## src/rtl/stopwatch_ctrl.sv

```systemverilog
// stopwatch_ctrl: debounces start/stop and lap/reset buttons, runs the stopwatch FSM,
// gates the 1 Hz tick into the counter enable and freezes the displayed digits on a lap.
module stopwatch_ctrl #(
  parameter int DB_CYCLES = 4
) (
  input  logic       clk,
  input  logic       reset,
  input  logic       tick_in,
  input  logic       ss_btn,
  input  logic       lap_btn,
  input  logic [2:0] ts_in,
  input  logic [3:0] ss_in,
  output logic       en_out,
  output logic       clr_out,
  output logic [2:0] ts_out,
  output logic [3:0] ss_out,
  output logic       run_led,
  output logic       lap_led
);
  localparam int CW = $clog2(DB_CYCLES + 1);
  localparam logic [1:0] IDLE   = 2'd0;
  localparam logic [1:0] RUN    = 2'd1;
  localparam logic [1:0] LAP    = 2'd2;
  localparam logic [1:0] PAUSED = 2'd3;
  logic [1:0] btn, press;
  logic [1:0] state_q, state_d;
  logic [2:0] hold_ts_q;
  logic [3:0] hold_ss_q;
  logic       clr_q, ss_p, lap_p, active;
  assign btn = {lap_btn, ss_btn};
  for (genvar b = 0; b < 2; b++) begin : g_btn
    logic s1_q, s2_q, db_q, db_prev_q;
    logic [CW-1:0] cnt_q;
    always_ff @(posedge clk or posedge reset) begin
      if (reset) begin
        s1_q      <= 1'b0;
        s2_q      <= 1'b0;
        db_q      <= 1'b0;
        db_prev_q <= 1'b0;
        cnt_q     <= '0;
      end else begin
        s1_q      <= btn[b];
        s2_q      <= s1_q;
        db_prev_q <= db_q;
        if (s2_q == db_q) cnt_q <= '0;
        else if (cnt_q == CW'(DB_CYCLES)) begin
          db_q  <= s2_q;
          cnt_q <= '0;
        end else cnt_q <= cnt_q + 1'b1;
      end
    end
    assign press[b] = db_q & ~db_prev_q;
  end
  // start/stop has priority: a lap press in the same cycle is dropped
  assign ss_p   = press[0];
  assign lap_p  = press[1] & ~press[0];
  assign active = state_q == RUN || state_q == LAP;
  always_comb begin
    state_d = state_q;
    if (ss_p) state_d = active ? PAUSED : RUN;
    else if (lap_p) state_d = state_q == RUN ? LAP : state_q == LAP ? RUN : IDLE;
  end
  always_ff @(posedge clk or posedge reset) begin
    if (reset) begin
      state_q   <= IDLE;
      hold_ts_q <= '0;
      hold_ss_q <= '0;
      clr_q     <= 1'b0;
    end else begin
      state_q <= state_d;
      clr_q   <= lap_p && state_q == PAUSED;
      if (lap_p && state_q == RUN) begin
        hold_ts_q <= ts_in;
        hold_ss_q <= ss_in;
      end
    end
  end
  assign en_out  = tick_in & active;
  assign clr_out = clr_q;
  assign ts_out  = state_q == LAP ? hold_ts_q : ts_in;
  assign ss_out  = state_q == LAP ? hold_ss_q : ss_in;
  assign run_led = active;
  assign lap_led = state_q == LAP;
endmodule
```

## config.mk

```make
export PLATFORM = sky130hd
export DESIGN_NAME = stopwatch_ctrl
export DESIGN_NICKNAME = d
export VERILOG_FILES = /design/src/rtl/stopwatch_ctrl.sv
export SDC_FILE = /design/constraint.sdc
export NUM_CORES = 1
export LEC_CHECK = 0
export CORE_MARGIN = 2
export CORE_UTILIZATION = 30
export CTS_BUF_LIST = sky130_fd_sc_hd__clkbuf_16
export CTS_CLUSTER_DIAMETER = 30
export DETAILED_ROUTE_END_ITERATION = 16
export SKIP_CTS_REPAIR_TIMING = 1
export SLEW_MARGIN = 25
export SYNTH_ARGS = -nofsm -noshare
export SYNTH_HDL_FRONTEND = slang
export SYNTH_SLANG_ARGS = --single-unit
export TNS_END_PERCENT = 20
```

## constraint.sdc

```tcl
create_clock -name clk -period 2.14 [get_ports clk]
set_input_delay 0.428 -clock clk [delete_from_list [all_inputs] [get_ports clk]]
set_output_delay 0.428 -clock clk [all_outputs]
set_load 0.02 [all_outputs]
```

==> Yosys cells after proc, flatten, opt, wreduce, memory -nomap -nowiden <==
Cells that the tools add are included.
W data, S select, Z words.
{ "op_classes": {"n_addsub": 2, "eq_ne": 7, "muxes": 11, "bitwise_logic": 9, "reduce_logical": 6} }
{ "ops": {"columns": ["operator", "count"], "rows": [
  ["$mux W3", 5],
  ["$mux W2", 4],
  ["$add A3 B1 Y3 const B", 2],
  ["$eq A3 B3 Y1 const B", 2],
  ["$not A1 Y1", 5],
  ["$and A1 B1 Y1", 4],
  ["$eq A2 B2 Y1 const B", 2],
  ["$mux W4", 1],
  ["$reduce_and A2 Y1", 2],
  ["$eq A1 B1 Y1", 2],
  ["$eq A2 B1 Y1 const B", 1],
  ["$logic_and A1 B1 Y1", 2],
  ["$reduce_bool A2 Y1", 1],
  ["$logic_or A1 B1 Y1", 1],
  ["$mux W1", 1]
]} }
{ "totals": {"ff_bits": 24, "output_inout_bits": 11} }

==> Depth between registers and ports, before layout <==
Gate-level depths: netlist (run 1).
{ "logic_depth": {"ltp_word": 6, "depth_mapped": 5, "mapped_depth_nobuf": 5} }

==> Worst setup path after synthesis (run 1) <==
Ideal clock, no wire load.
{ "synth_path": {"path_type": "register -> output", "start": "reg state_q[0]", "end": "out ss_out[0]", "arrival_time_ns": 1.342, "setup_slack_ns": 0.370, "stages_incl_launch_ff": 5, "path_cell_list": "dfrtp_1 -> inv_1 -> ha_1 -> buf_2 -> mux2_2"} }
{ "synth_between": {"elab_chain_len": 2} }
{ "synth_lines": {"columns": ["element", "line_no", "text"], "rows": [
  ["start: declaration", "26", "logic [1:0] state_q, state_d;"],
  ["start signal: assignment", "70", "state_q <= state_d;"],
  ["$eq A2 B2 Y1", null, null],
  ["named net lap_led", "18", "output logic lap_led"],
  ["$mux W4", "81", "assign ss_out = state_q == LAP ? hold_ss_q : ss_in;"],
  ["end: declaration", "16", "output logic [3:0] ss_out,"]
]} }
The timed path passes the listed nets, and every way through them passes these cells.

==> Worst setup path in the final report (run 1) <==
{ "layout_path": {"start": "reg state_q[0]", "end": "out ss_out[3]"} }
{ "layout_between": {"elab_chain_len": 2} }
{ "layout_lines": {"columns": ["element", "line_no"], "rows": [
  ["$eq A2 B2 Y1", "81"],
  ["$mux W4", "81"]
]} }
No other way between the ends.

==> metrics.txt, run 1 <==
pre-CTS worst setup slack=approximately 0.037 ns; final setup vio count=0; P_leak=approximately 0.00076 µW; Initial Utilization=0.320; via count=between 600 and 700; H-tree levels=1; CP required=between 1.5 and 2 ns; largest net degree at the start of global routing=25; Placeable Area=between 3000 and 4000 µm²; Setup crit end kind=output pin; critical path class=reg2out; mapped cell area=between 1000 and 1500 µm²; Post-Syn Area per Cell=between 10 and 15 µm²; final net count=about 130; most frequent cell after synthesis=dfrtp_1; total congestion overflow=0; initial antenna violation count=0; Max Fclk=between 400 and 500 MHz; CTS tree=yes; Synth Net Count=98; Final WS setup=about 0.12 ns; Synth Area in Compound Gates=0.0206; Main synth FF type=dfrtp_1; worst skew pair latency=0.25 ns; Syn Inst Count=between 70 and 80; Post-Layout Inst Area=1480 µm²; CP Max Fanout=9; clk sink count=24; share of the yosys chip area belonging to registers=0.549; R2R Setup Slk=between 0.8 and 0.9 ns; ys async rst share=1.00; Final period util=0.943; Worst slew margin=0.796; Synthesis Warnings=0; global-route wire length before repair=~3 mm; most area-consuming cells after synthesis=dfrtp_1, mux2_4, mux2_2, ha_1, inv_1; die width=roughly 64 µm; total power=1930 µW; CP Launch Point=state_q[0]; Seq cells post-synth=24; Detail Route Antenna Nets=0; largest family of logic cells by synthesized area=multiplexers; share of the synthesized area in the top cell type=0.549; # diodes=0; clk_skew=between 0.004 and 0.005 ns; # fillers=328; vias in the first global route=around 650; FP Rows=21; Hold Crit Class=reg2reg; placed inst area=roughly 1400 µm²; Reg-to-Reg End=hold_ts_q[2]; Yosys cell types=19; Pwr Density=1300 nW/µm²; Slew @ Worst Pin=approximately 0.3 ns; cells on worst reg2reg path=4; post-synth top area cell=dfrtp_1; maximum VDD drop=around 0.62 mV; IO Port Bufs=22; RSZ-0062 raised after global routing=no; reg2reg start=state_q[1]; hold_sp=g_btn[0].s1_q; Pins Over Slew Limit=0; die area=around 4100 µm²; die height=64.4 µm; area grow syn2layout=35.5%; DR pass1 iterations=4; DR vias/cell=about 4.3; mux share of post-synthesis cell area=0.207; ratio of cells with drive above 1 in the final layout=0.238; GPL Wtd Cong=~0.68; Final Hold Vio Count=0; Longest Clk Path Bufs=2; Boundary Pins=23; Hold Path Sink=g_btn[0].s2_q; xor/xnor share of the synthesized area=0.0160; final setup TNS=0 ns; total routed wirelength=~1.7 mm; CTS clk-pin slew, worst paths=~0.060 ns; initial DRC count=13; dpl hpwl=between 1 and 1.5 mm; Tot GR Track Use=0.0926; Hold Path Depth=0; maxcap violations=0; Min Clock Period, post-route=just over 2 ns; startpoint types=flip-flop; drc violations=0; multi-input logic area=between 400 and 500 µm²; post-synthesis simple-gate area fraction=0.0950; CTS Root Cell=clkbuf_16; CTS Buf Count=3; post-synthesis adder-cell area fraction=0.0801; Reg area=~600 µm²; Routed WL per cell=approximately 11 µm; Critical Path AT=1.59 ns; final hold slack=0.347 ns; run status=complete, no violations; Synth top cells by count=dfrtp_1, mux2_2, inv_1, ha_1, mux2_4; number of synthesized flops with an enable pin=0
[critical path: stages, from the launching register on]
cell	delay, ns
dfrtp_1	0.40
inv_1	0.09
ha_1	0.14
buf_4	0.16
mux2_2	0.34
dlymetal6s2s_1	0.21
[logic make-up (layout without fill, tap and decap cells)]
group                      count (synthesis)  count (layout)
AOI/OAI and AO/OA                          3               3
buffers and inverters                      9              35
xor gates and xnor gates                   2               2
muxes                                     18              18
and+or+nand+nor                           16              16
DFF                                       24              24
adders and majority gates                  7               7
[worst max-delay path by stage]
stage,endpoint,cells after the start
6_report,ss_out[3],5
5_1_grt,ss_out[2],5
4_1_cts,ss_out[3],5
3_5_place_dp,ss_out[3],5
3_3_place_gp,ss_out[3],5
2_1_floorplan,ss_out[0],4
[cell usage in the layout, fill, tap and decap left out, drive strengths merged, types with 3 or more instances in the layout]
cell type      count
nor2b              3
ha                 7
mux2              16
inv                8
nand2              3
dfrtp             24
clkdlybuf4s50     12
clkbuf             3
nor2               4
dlymetal6s2s      10
[area by class of cell]
type	instances	share of cell area
tap	46	0.0389
multi-input combinational	46	0.309
clock buffer	3	0.0507
inverter	8	0.0203
timing repair buffer	24	0.176
sequential	24	0.405
[registers in the layout (all words and copies together) (netlist names)]
register / count
hold_ts_q: 3
g_btn.db_q: 2
hold_ss_q: 4
g_btn.cnt_q: 6
g_btn.s2_q: 2
clr_out: 1
g_btn.db_prev_q: 2
g_btn.s1_q: 2
state_q: 2
[metal layers]
layer	part of all wire	GRT usage	routed length (µm)	up-vias
met4	0	0.0160	0	0
li1	-	-	-	319
met2	0.48	0.142	811	10
met3	0.050	0.0405	83	0
met5	0	0	0	-
met1	0.47	0.123	780	319
[power breakdown]
part	leakage [µW]	internal (µW)	switching (µW)
clock	0.0000370	247	140
sequential	0.000295	623	105
combinational	0.000431	457	357
total	0.000763	1330	602
[stage by stage]
| stage | util | std cells |
|---|---|---|
| 2_1_floorplan | - | 79 |
| 3_3_place_gp | 0.404 | 148 |
| 3_5_place_dp | 0.404 | 148 |
| 4_1_cts | 0.426 | 151 |
| 5_1_grt | 0.434 | 151 |
| 6_report | 0.434 | 151 |
Power figures use the tool's default switching activity.
==> run 2, diff against run 1 <==
- CTS_CLUSTER_SIZE: not set -> 14
==> results of run 2 <==
The final DEF is identical to that of run 1; final timing and power are the same.
==> run 3, diff against run 2 <==
- clock period: 2.14 -> 1.75 ns (I/O delays scaled with it)
==> metrics.txt, run 3 (same netlist as run 1, synthesis figures left out) <==
CP Max Fanout=9; # fillers=331; run status=complete, but fails checks; Hold Crit Class=reg2reg; maxcap violations=0; Initial Utilization=0.320; Boundary Pins=23; Longest Clk Path Bufs=2; ratio of cells with drive above 1 in the final layout=0.357; clk_skew=about 0.002 ns; Cells after DPL=~150; GPL Wtd Cong=0.737; RSZ-0062 raised after global routing=yes; Slew @ Worst Pin=0.304 ns; largest net degree at the start of global routing=25; commonest cells after routing, fill and taps aside=dfrtp_1, clkdlybuf4s50_1, mux2_4, mux2_2, buf_4; Top Registers=g_btn.cnt_q (6), hold_ss_q (4), hold_ts_q (3); Tot GR Track Use=0.105; DR vias/cell=about 4.3; failing checks=setup timing; Setup crit end kind=output pin; startpoint types=flip-flop; CP required=about 1.4 ns; Pwr Density=~1700 nW/µm²; IO Port Bufs=22; Critical Path AT=about 1.4 ns; vias in the first global route=740; die height=between 60 and 70 µm; Final period util=1.02; drc violations=0; Final Hold Vio Count=0; Worst slew margin=0.797; total power=2480 µW; global-route wire length before repair=around 3.4 mm; Routed WL per cell=12.3 µm; cells on worst reg2reg path=5; pre-CTS worst setup slack=-0.257 ns; Pins Over Slew Limit=0; DR pass1 iterations=2; Max Fclk=558 MHz; Detail Route Antenna Nets=0; via count=681; H-tree levels=1; critical path class=reg2out; Hold Path Depth=0; total routed wirelength=1.94 mm; final setup vio count=6; area grow syn2layout=37.2%; clk sink count=24; P_leak=between 0.0007 and 0.0008 µW; maximum VDD drop=0.969 mV; CTS Root Cell=clkbuf_16; number of flip-flops under the largest register name=6; Final WS setup=-0.0434 ns; most common library cell in the layout ignoring fill and taps=dfrtp_1; CTS Buf Count=3; dpl hpwl=1.40 mm; initial antenna violation count=0; die area=4140 µm²; Biggest register=g_btn.cnt_q; final setup TNS=-0.176 ns; FP Rows=21; final net count=approximately 130; Min Clock Period, post-route=about 1.8 ns; CTS tree=yes; CTS clk-pin slew, worst paths=roughly 0.060 ns; total congestion overflow=0; fin cells=158; worst skew pair latency=0.25 ns; initial DRC count=13; die width=roughly 64 µm; # diodes=0; Placeable Area=around 3400 µm²
[run 3: path summary, 6_finish.rpt]
kind / startpoint / end / slack (ns)
worst max-delay path: state_q[0] / ss_out[3] / -0.04
worst min-delay path: g_btn[1].s1_q / g_btn[1].s2_q / 0.35
worst max register to register: state_q[1] / hold_ts_q[1] / 0.35
worst min register to register: g_btn[1].s1_q / g_btn[1].s2_q / 0.35
max in group asynchronous: reset / g_btn[1].db_prev_q / 1.07
min in group asynchronous: reset / g_btn[0].cnt_q[2] / 0.44
[run 3: power breakdown]
part | internal (µW) | switching, µW | total (µW)
Combinational | 615 | 485 | 1100
Sequential | 762 | 130 | 892
Clock | 305 | 180 | 485
[run 3: metrics by stage]
step / hold WS (ns) / area (µm²) / util
after floorplan: 0.331 / 1090 / -
after global placement: 0.337 / 1440 / 0.421
after detailed placement: 0.344 / 1440 / 0.421
after CTS: 0.358 / 1520 / 0.444
after global routing: 0.368 / 1500 / 0.439
final: 0.354 / 1500 / 0.439
[run 3: per-layer routing]
| layer | vias up | track usage | wire length (µm) |
|---|---|---|---|
| met1 | 340 | 0.129 | 894 |
| met4 | 0 | 0.0239 | 0 |
| met3 | 0 | 0.0352 | 74 |
| met5 | - | 0 | 0 |
| li1 | 331 | - | - |
| met2 | 10 | 0.178 | 970 |
[run 3: worst max-delay path, cell delays in order (launching register included)]
cell and delay, ns:
dfrtp_1 0.39, inv_2 0.08, ha_4 0.20, mux2_2 0.36
buf_2 0.16
[run 3: final cells by class]
type | count | area [µm²] | area share
Clock buffer | 3 | 75.1 | 0.0500
Clock inverter | 1 | 3.75 | 0.00250
Inverter | 8 | 30.0 | 0.0200
Multi-Input combinational cell | 46 | 474 | 0.316
Sequential cell | 24 | 601 | 0.400
Tap cell | 46 | 57.6 | 0.0384
Timing Repair Buffer | 30 | 259 | 0.173
